==> config.mk <==
export PLATFORM = sky130hd
export DESIGN_NAME = interrupt_sequencer
export DESIGN_NICKNAME = d
export VERILOG_FILES = /design/src/rtl/interrupt_sequencer.sv
export SDC_FILE = /design/constraint.sdc
export NUM_CORES = 1
export LEC_CHECK = 0
export CORE_AREA = 2 2 92 94
export DETAILED_ROUTE_END_ITERATION = 8
export DIE_AREA = 0 0 94 96
export GPL_TIMING_DRIVEN = 0
export HOLD_SLACK_MARGIN = 0.15
export PLACE_DENSITY = 0.7
export SETUP_SLACK_MARGIN = 0.4
export SLEW_MARGIN = 20
export SYNTH_ARGS = -nofsm -noshare
export SYNTH_HDL_FRONTEND = slang
export SYNTH_SLANG_ARGS = --single-unit
==> constraint.sdc <==
create_clock -name clk -period 7.65 [get_ports clk]
set_input_delay 1.1475 -clock clk [delete_from_list [all_inputs] [get_ports clk]]
set_output_delay 1.1475 -clock clk [all_outputs]
set_load 0.01 [all_outputs]
==> src/rtl/interrupt_sequencer.sv <==
// Interrupt sequencer: rotating-priority resolver with fully nested in-service
// tracking, a two-pulse INTA acknowledge handshake that delivers the vector
// byte, and EOI / priority-set command handling.
module interrupt_sequencer (
    input  logic       clk,
    input  logic       reset,
    input  logic [7:0] irr,
    input  logic [7:0] imr,
    input  logic       INTA,
    input  logic [4:0] vector_base,
    input  logic       aeoi,
    input  logic       eoi_strobe,
    input  logic       eoi_specific,
    input  logic       eoi_rotate,
    input  logic       set_prio_strobe,
    input  logic [2:0] eoi_level,
    output logic       INT,
    output logic [7:0] isr,
    output logic       clear_irr,
    output logic [2:0] clear_index,
    output logic [7:0] data_out,
    output logic       data_oe
);

    typedef enum logic [2:0] {IDLE, WAIT1, ACK1, WAIT2, ACK2} state_t;

    state_t     state_q;
    logic       int_q, clear_irr_q, data_oe_q, spur_q;
    logic [7:0] isr_q, isr_d, data_out_q;
    logic [2:0] clear_index_q, idx_q, lp_q, lp_d;
    logic       inta_s1_q, inta_s2_q, inta_prev_q;
    logic       inta_fall, inta_rise;

    logic [7:0] req, eoi_clr, isr_set, isr_aeoi_clr;
    logic [2:0] win_idx, isr_top, eoi_lvl;
    logic       win_valid, eoi_hit;

    // Highest-priority set bit of v when l is the lowest-priority level.
    // Scanning from the lowest priority upward lets the highest one win last.
    function automatic logic [2:0] first_idx(input logic [7:0] v, input logic [2:0] l);
        logic [2:0] pos;
        first_idx = l;
        for (int k = 7; k >= 0; k--) begin
            pos = l + 3'd1 + 3'(k);
            if (v[pos]) first_idx = pos;
        end
    endfunction

    // Rank 0 is the highest priority (level l+1), rank 7 the lowest (level l).
    function automatic logic [2:0] prio_rank(input logic [2:0] i, input logic [2:0] l);
        prio_rank = i - l - 3'd1;
    endfunction

    assign inta_fall = inta_prev_q & ~inta_s2_q;
    assign inta_rise = ~inta_prev_q & inta_s2_q;

    // Bring INTA into the clk domain and keep one more stage for edge detection.
    always_ff @(posedge clk or negedge reset) begin
        if (!reset) begin
            inta_s1_q   <= 1'b1;
            inta_s2_q   <= 1'b1;
            inta_prev_q <= 1'b1;
        end else begin
            inta_s1_q   <= INTA;
            inta_s2_q   <= inta_s1_q;
            inta_prev_q <= inta_s2_q;
        end
    end

    // Resolve the winning request; it must outrank everything in service.
    always_comb begin
        req       = irr & ~imr;
        win_idx   = first_idx(req, lp_q);
        isr_top   = first_idx(isr_q, lp_q);
        win_valid = (|req) &&
                    (!(|isr_q) || (prio_rank(win_idx, lp_q) < prio_rank(isr_top, lp_q)));
    end

    // Decode the EOI command into the single in-service bit it retires.
    always_comb begin
        eoi_clr = 8'h00;
        eoi_hit = 1'b0;
        eoi_lvl = eoi_level;
        if (eoi_strobe) begin
            if (eoi_specific) begin
                eoi_hit = isr_q[eoi_level];
            end else begin
                eoi_hit = |isr_q;
                eoi_lvl = isr_top;
            end
        end
        if (eoi_hit) eoi_clr[eoi_lvl] = 1'b1;
    end

    // Next ISR and priority pointer; a set on the same bit as a clear wins.
    always_comb begin
        isr_set      = 8'h00;
        isr_aeoi_clr = 8'h00;
        if (state_q == WAIT1 && inta_fall && win_valid) isr_set[win_idx] = 1'b1;
        if (state_q == ACK2 && inta_rise && aeoi && !spur_q) isr_aeoi_clr[idx_q] = 1'b1;
        isr_d = (isr_q & ~eoi_clr & ~isr_aeoi_clr) | isr_set;

        lp_d = lp_q;
        if (eoi_strobe && eoi_rotate && eoi_hit) lp_d = eoi_lvl;
        if (set_prio_strobe) lp_d = eoi_level;
    end

    // Acknowledge sequencer with registered outputs.
    always_ff @(posedge clk or negedge reset) begin
        if (!reset) begin
            state_q       <= IDLE;
            int_q         <= 1'b0;
            isr_q         <= 8'h00;
            lp_q          <= 3'd7;
            clear_irr_q   <= 1'b0;
            clear_index_q <= 3'd0;
            data_out_q    <= 8'h00;
            data_oe_q     <= 1'b0;
            idx_q         <= 3'd7;
            spur_q        <= 1'b0;
        end else begin
            isr_q       <= isr_d;
            lp_q        <= lp_d;
            clear_irr_q <= 1'b0;
            case (state_q)
                IDLE: begin
                    if (win_valid) begin
                        int_q   <= 1'b1;
                        state_q <= WAIT1;
                    end
                end
                WAIT1: begin
                    if (inta_fall) begin
                        int_q   <= 1'b0;
                        state_q <= ACK1;
                        if (win_valid) begin
                            idx_q         <= win_idx;
                            spur_q        <= 1'b0;
                            clear_irr_q   <= 1'b1;
                            clear_index_q <= win_idx;
                        end else begin
                            idx_q  <= 3'd7;
                            spur_q <= 1'b1;
                        end
                    end else if (!win_valid) begin
                        int_q   <= 1'b0;
                        state_q <= IDLE;
                    end
                end
                ACK1: begin
                    if (inta_rise) state_q <= WAIT2;
                end
                WAIT2: begin
                    if (inta_fall) begin
                        data_out_q <= {vector_base, idx_q};
                        data_oe_q  <= 1'b1;
                        state_q    <= ACK2;
                    end
                end
                ACK2: begin
                    if (inta_rise) begin
                        data_oe_q <= 1'b0;
                        state_q   <= IDLE;
                    end
                end
                default: state_q <= IDLE;
            endcase
        end
    end

    assign INT         = int_q;
    assign isr         = isr_q;
    assign clear_irr   = clear_irr_q;
    assign clear_index = clear_index_q;
    assign data_out    = data_out_q;
    assign data_oe     = data_oe_q;

endmodule

Word-level counts from Yosys, hierarchy flattened
Index checks and enable logic that the tools add are counted.

storage, ports and cells
  bits in registers = 35
  input port bits = 32
  output and inout port bits = 22
  word-level logic and storage cells = 171

operators by class
  add/sub/neg operators = 12
  order comparisons = 16
  equality and inequality tests = 9
  muxes and demuxes = 84
  bitwise gates (word level) = 11
  reductions and logical operators = 26

operators by type and width
  kind                   number
  $mux W3                27
  $bmux W1 S3            17
  $lt A3 B4 Y1 const B   12
  $mux W1                31
  $and A8 B8 Y8          3
  $mux W8                3
  $not A8 Y8             3
  $reduce_or A8 Y1       2
  $pmux W3 S5            1
  $add A3 B3 Y3 const B  4
  $logic_and A1 B1 Y1    11
  $demux W1 S3           3
  $ge A3 B1 Y1 const B   3
  $reduce_and A3 Y1      3
  $ne A2 B2 Y1 const B   4
  $or A8 B8 Y8           1
  $add A3 B1 Y3 const B  2
  $add A3 B2 Y3 const B  2
  $eq A3 B2 Y1 const B   2
  $reduce_bool A2 Y1     3
  $sub A3 B1 Y3 const B  2
  $sub A3 B3 Y3          2
  $reduce_and A5 Y1      1
  $pmux W1 S2            2
  10 further kinds       14

Depth between registers and ports, before layout
  depth in word-level cells = 23
  depth in mapped cells = 25
  gate-level depth less buffers = 20

Least setup slack after synthesis
Ideal clock, no wire load.

  path kind = reg-to-reg
  start = reg lp_q[0]
  end = reg isr_q[5], in the netlist isr[5]
  setup time = 81 ps
  data arrival time = 5572 ps
  path slack = 1997 ps
  cell stages (with the launch flop) = 24
  period minus slack after synthesis = 5653 ps
  path through = dfstp_2 > buf_2 > inv_2 > clkbuf_1 > ha_1 > mux4_1 > mux2i_4 > nand2_1 > o41a_1 > a21oi_1 > o21ai_0 > nand2_1 > a21oi_1 > fa_1 > xor2_1 > xnor2_1 > ha_1 > a21o_1 > a22oi_1 > and2_1 > clkbuf_1 > nand4_1 > or3_1 > o211ai_2

on the way
  cells in the longest elaborated chain, start to end = 23
  elaborated cells on any way between the ends = 82
  classes of those cells = 12 x add/sub; 5 x order compare; 56 x mux; 4 x bitwise; 5 x reduce/logical

ends and longest elaborated chain
  element                                                                 RTL line  RTL
  start: declaration                                                      30        logic [2:0] clear_index_q, idx_q, lp_q, lp_d;
  start signal: assignment                                                123       lp_q <= lp_d;
  parallel branches: the longest is 22 deep, another holds $add A3 B1 Y3  --
  $or A8 B8 Y8 *                                                          101       isr_d = (isr_q & ~eoi_clr & ~isr_aeoi_clr) | isr_set;
  via isr_d[5]                                                            29        logic [7:0] isr_q, isr_d, data_out_q;
  end signal: assignment                                                  122       isr_q <= isr_d;
  end: declaration                                                        29

Mark *: on every way through the listed nets, which the timed path passes. The select of a mux whose other input is x is not followed.
A chain may end at the register's enable or synchronous reset.

Worst setup path in the final report
Ends and elaborated chain as after synthesis.

==> out/metrics.csv <==
metric,value,unit
status,"complete, no violations",
syn_to_final_growth,20.5,%
setup_viol,0,
drcViolationCount,0,
syn_avg_cell_area,9.28,um^2
cts_max_path_buffers,2,
dieHeight,96,um
arrival,6.93,ns
synth.top_cell.area_share,0.173,
fillCellCount,746,
core_area,8050,um^2
place.port_buffers,53,
initial_core_util,0.468,
die_w,94,um
syn_nets,446,
synth.distinct_cells,72,
final_nets,507,
track_usage,0.254,
wl_per_cell,19.0,um
clockRootBuffer,clkbuf_8,
whs,0.359,ns
drt_iter0_drc,212,
drt-total-wl,10.9,mm
power_frac_seq,0.236,
cts_tree,built,
synth_area,3770,um^2
synth_most_common_cell,nand2_1,
cts_sinks,35,
path_clk_slew,0.08,ns
critPathLaunchType,flop,
max-slew-margin-rel,0.302,
max_freq,149,MHz
synth.area.top_cells,"dfrtp_1 (17%), mux4_2 (9.6%), dfstp_2 (6.3%)",
yosysWarningCount,0,
grt_setup_unrepaired,no,
vias,3727,
p_sw_frac,0.453,
cp.required,7.86,ns
regToRegSetupSlack,0.93,ns
ir_drop,230,uV
crit_path_max_fanout,12,
finalCritPeriodShare,0.878,
critPathKind,flop to flop,
synth_flop_cell,dfrtp_1,
dpl.hpwl,8.20,mm
synth-seq-area-share,0.235,
synth_edf_count,0,
hold_class,flop to flop,
num_antenna_cells,0,
grt_pass1_vias,3678,
p_int,0.762,mW
post_cts_resized,0,
final_core_util,0.564,
grt_overflow,0,
grt_max_degree,26,
drt-pass1-iter-count,5,
routabilityCongestion,0.929,
rows,33,
stdcell_count,573,
cts_setup_buffers,0,
htree_levels,2,
via_per_inst,6.50,
power_switching,0.632,mW
numCtsBuffers,5,
clock_power_share,0.097,
p_comb_frac,0.667,
hold_viol,0,
antenna_found_initial,0,
dieArea,9020,um^2
p_leak,1.72,nW
syn-instance-count,406,
maxCapViolations,0,
finClkSkew,0.0104,ns
tightest_slew,1.05,ns
holdBufCountCts,0,
yosysTopAreaCell,dfrtp_1,
ant_nets,0,
drv_slew,0,
async_reset_ff_frac,1.00,
ios,54,
total_power,1.39,mW
fin_crit,6.72,ns
final.setup.tns,0,ns
ys_top_cells_by_count,"nand2_1 (30), a21oi_1 (26), dfrtp_1 (26), mux2i_1 (23), o21ai_0 (20)",
clk_latency,0.29,ns
p_per_area,307,nW/um^2
dp_cells,565,
cp-end-kind,flop,
layout-drive-gt1-share,0.162,
synth_seq_cells,35,
grt_pass1_wl,18.1,mm
==> critical path, stage by stage, from the launching register on <==
cell,delay (ns)
dfstp_2,0.54
buf_2,0.21
inv_2,0.16
clkbuf_1,0.35
ha_1,0.48
buf_6,0.21
buf_6,0.18
buf_2,0.25
clkbuf_1,0.50
nand4_1,0.15
and3_1,0.18
o31ai_1,0.41
o21ai_0,0.14
nand2_1,0.08
a21oi_1,0.08
fa_1,0.43
xor2_1,0.16
xnor2_1,0.16
ha_1,0.28
a21o_1,0.16
a22oi_1,0.29
and2_1,0.19
clkbuf_1,0.34
nand4_1,0.23
or3_1,0.39
o211ai_2,0.08
==> flip-flops by register name (all words and copies together) (netlist names), 3 cells and up <==
| signal | cells |
|---|---|
| state_q | 3 |
| clear_index | 3 |
| data_out | 8 |
| idx_q | 3 |
| isr | 8 |
| lp_q | 3 |
==> area by class of cell <==
class                           count  area [um^2]  share of cell area
Tap cell                          105          131              0.0289
Clock buffer                        5         68.8              0.0152
Sequential cell                    35          887               0.195
Clock inverter                      3         20.0             0.00441
Timing Repair Buffer               54          546               0.120
Multi-Input combinational cell    339         2720               0.600
Inverter                           11         46.3              0.0102
Buffer                             21          116              0.0256
==> through the flow <==
step | setup WS, ns | cell area (um^2)
3_3_place_gp | 1.05 | 4430
4_1_cts | 0.953 | 4540
3_5_place_dp | 0.992 | 4450
6_report | 0.932 | 4540
5_1_grt | 0.498 | 4540
2_1_floorplan | 2.00 | 3770
==> layer usage <==
layer	vias to the layer above	track usage	part of all wire
met5	-	0	0
met4	0	0.101	0.027
met3	34	0.0470	0.083
met2	199	0.431	0.48
met1	1795	0.321	0.41
li1	1699	-	-
==> power by group through the flow <==
| stage | logic (mW) | registers [mW] | clock network, mW |
|---|---|---|---|
| after floorplan | 0.626 | 0.333 | 0 |
| after global placement | 0.900 | 0.330 | 0 |
| final | 0.929 | 0.329 | 0.135 |
| after global routing | 1.02 | 0.340 | 0.145 |
| after CTS | 0.925 | 0.329 | 0.137 |
| after detailed placement | 0.919 | 0.331 | 0 |
==> cells by family (layout without fill, tap and decap cells) <==
| family | Yosys count | in the layout | synth area share |
|---|---|---|---|
| AO/OA/AOI/OAI | 118 | 118 | 0.218 |
| flip-flops | 35 | 35 | 0.235 |
| XOR/XNOR | 11 | 11 | 0.0402 |
| adder cells (fa/ha/maj) | 8 | 8 | 0.0306 |
| multiplexers | 59 | 59 | 0.231 |
| AND/OR/NAND/NOR | 143 | 143 | 0.201 |
| buffers and inverters | 32 | 94 | 0.0432 |
==> worst paths after layout <==
| path | startpoint | end | cells past startpoint |
|---|---|---|---|
| setup / recovery | lp_q[0]$_DFFE_PN1P_ | isr[5]$_DFF_PN0_ | 25 |
| hold / removal | inta_s1_q$_DFF_PN1_ | inta_s2_q$_DFF_PN1_ | 0 |
| setup reg to reg | lp_q[0]$_DFFE_PN1P_ | isr[5]$_DFF_PN0_ | 25 |
| hold reg to reg | inta_s1_q$_DFF_PN1_ | inta_s2_q$_DFF_PN1_ | 0 |
| max in group asynchronous | reset | inta_s1_q$_DFF_PN1_ | 2 |
| min in group asynchronous | reset | isr[4]$_DFF_PN0_ | 1 |
==> cell usage in the layout (no fill, tap or decap), types with 14 or more instances in the layout <==
cell type	Yosys	final
dfrtp_1	26	26
nand3_1	14	14
nor2_1	19	19
nand2_1	30	30
mux2i_1	23	23
nor3_1	15	14
nor2b_1	14	14
mux4_2	16	16
o21ai_0	20	20
clkdlybuf4s50_1	0	52
nand2b_1	18	18
mux2_2	16	16
a21oi_1	26	26
(Power assumes the default switching activity.)
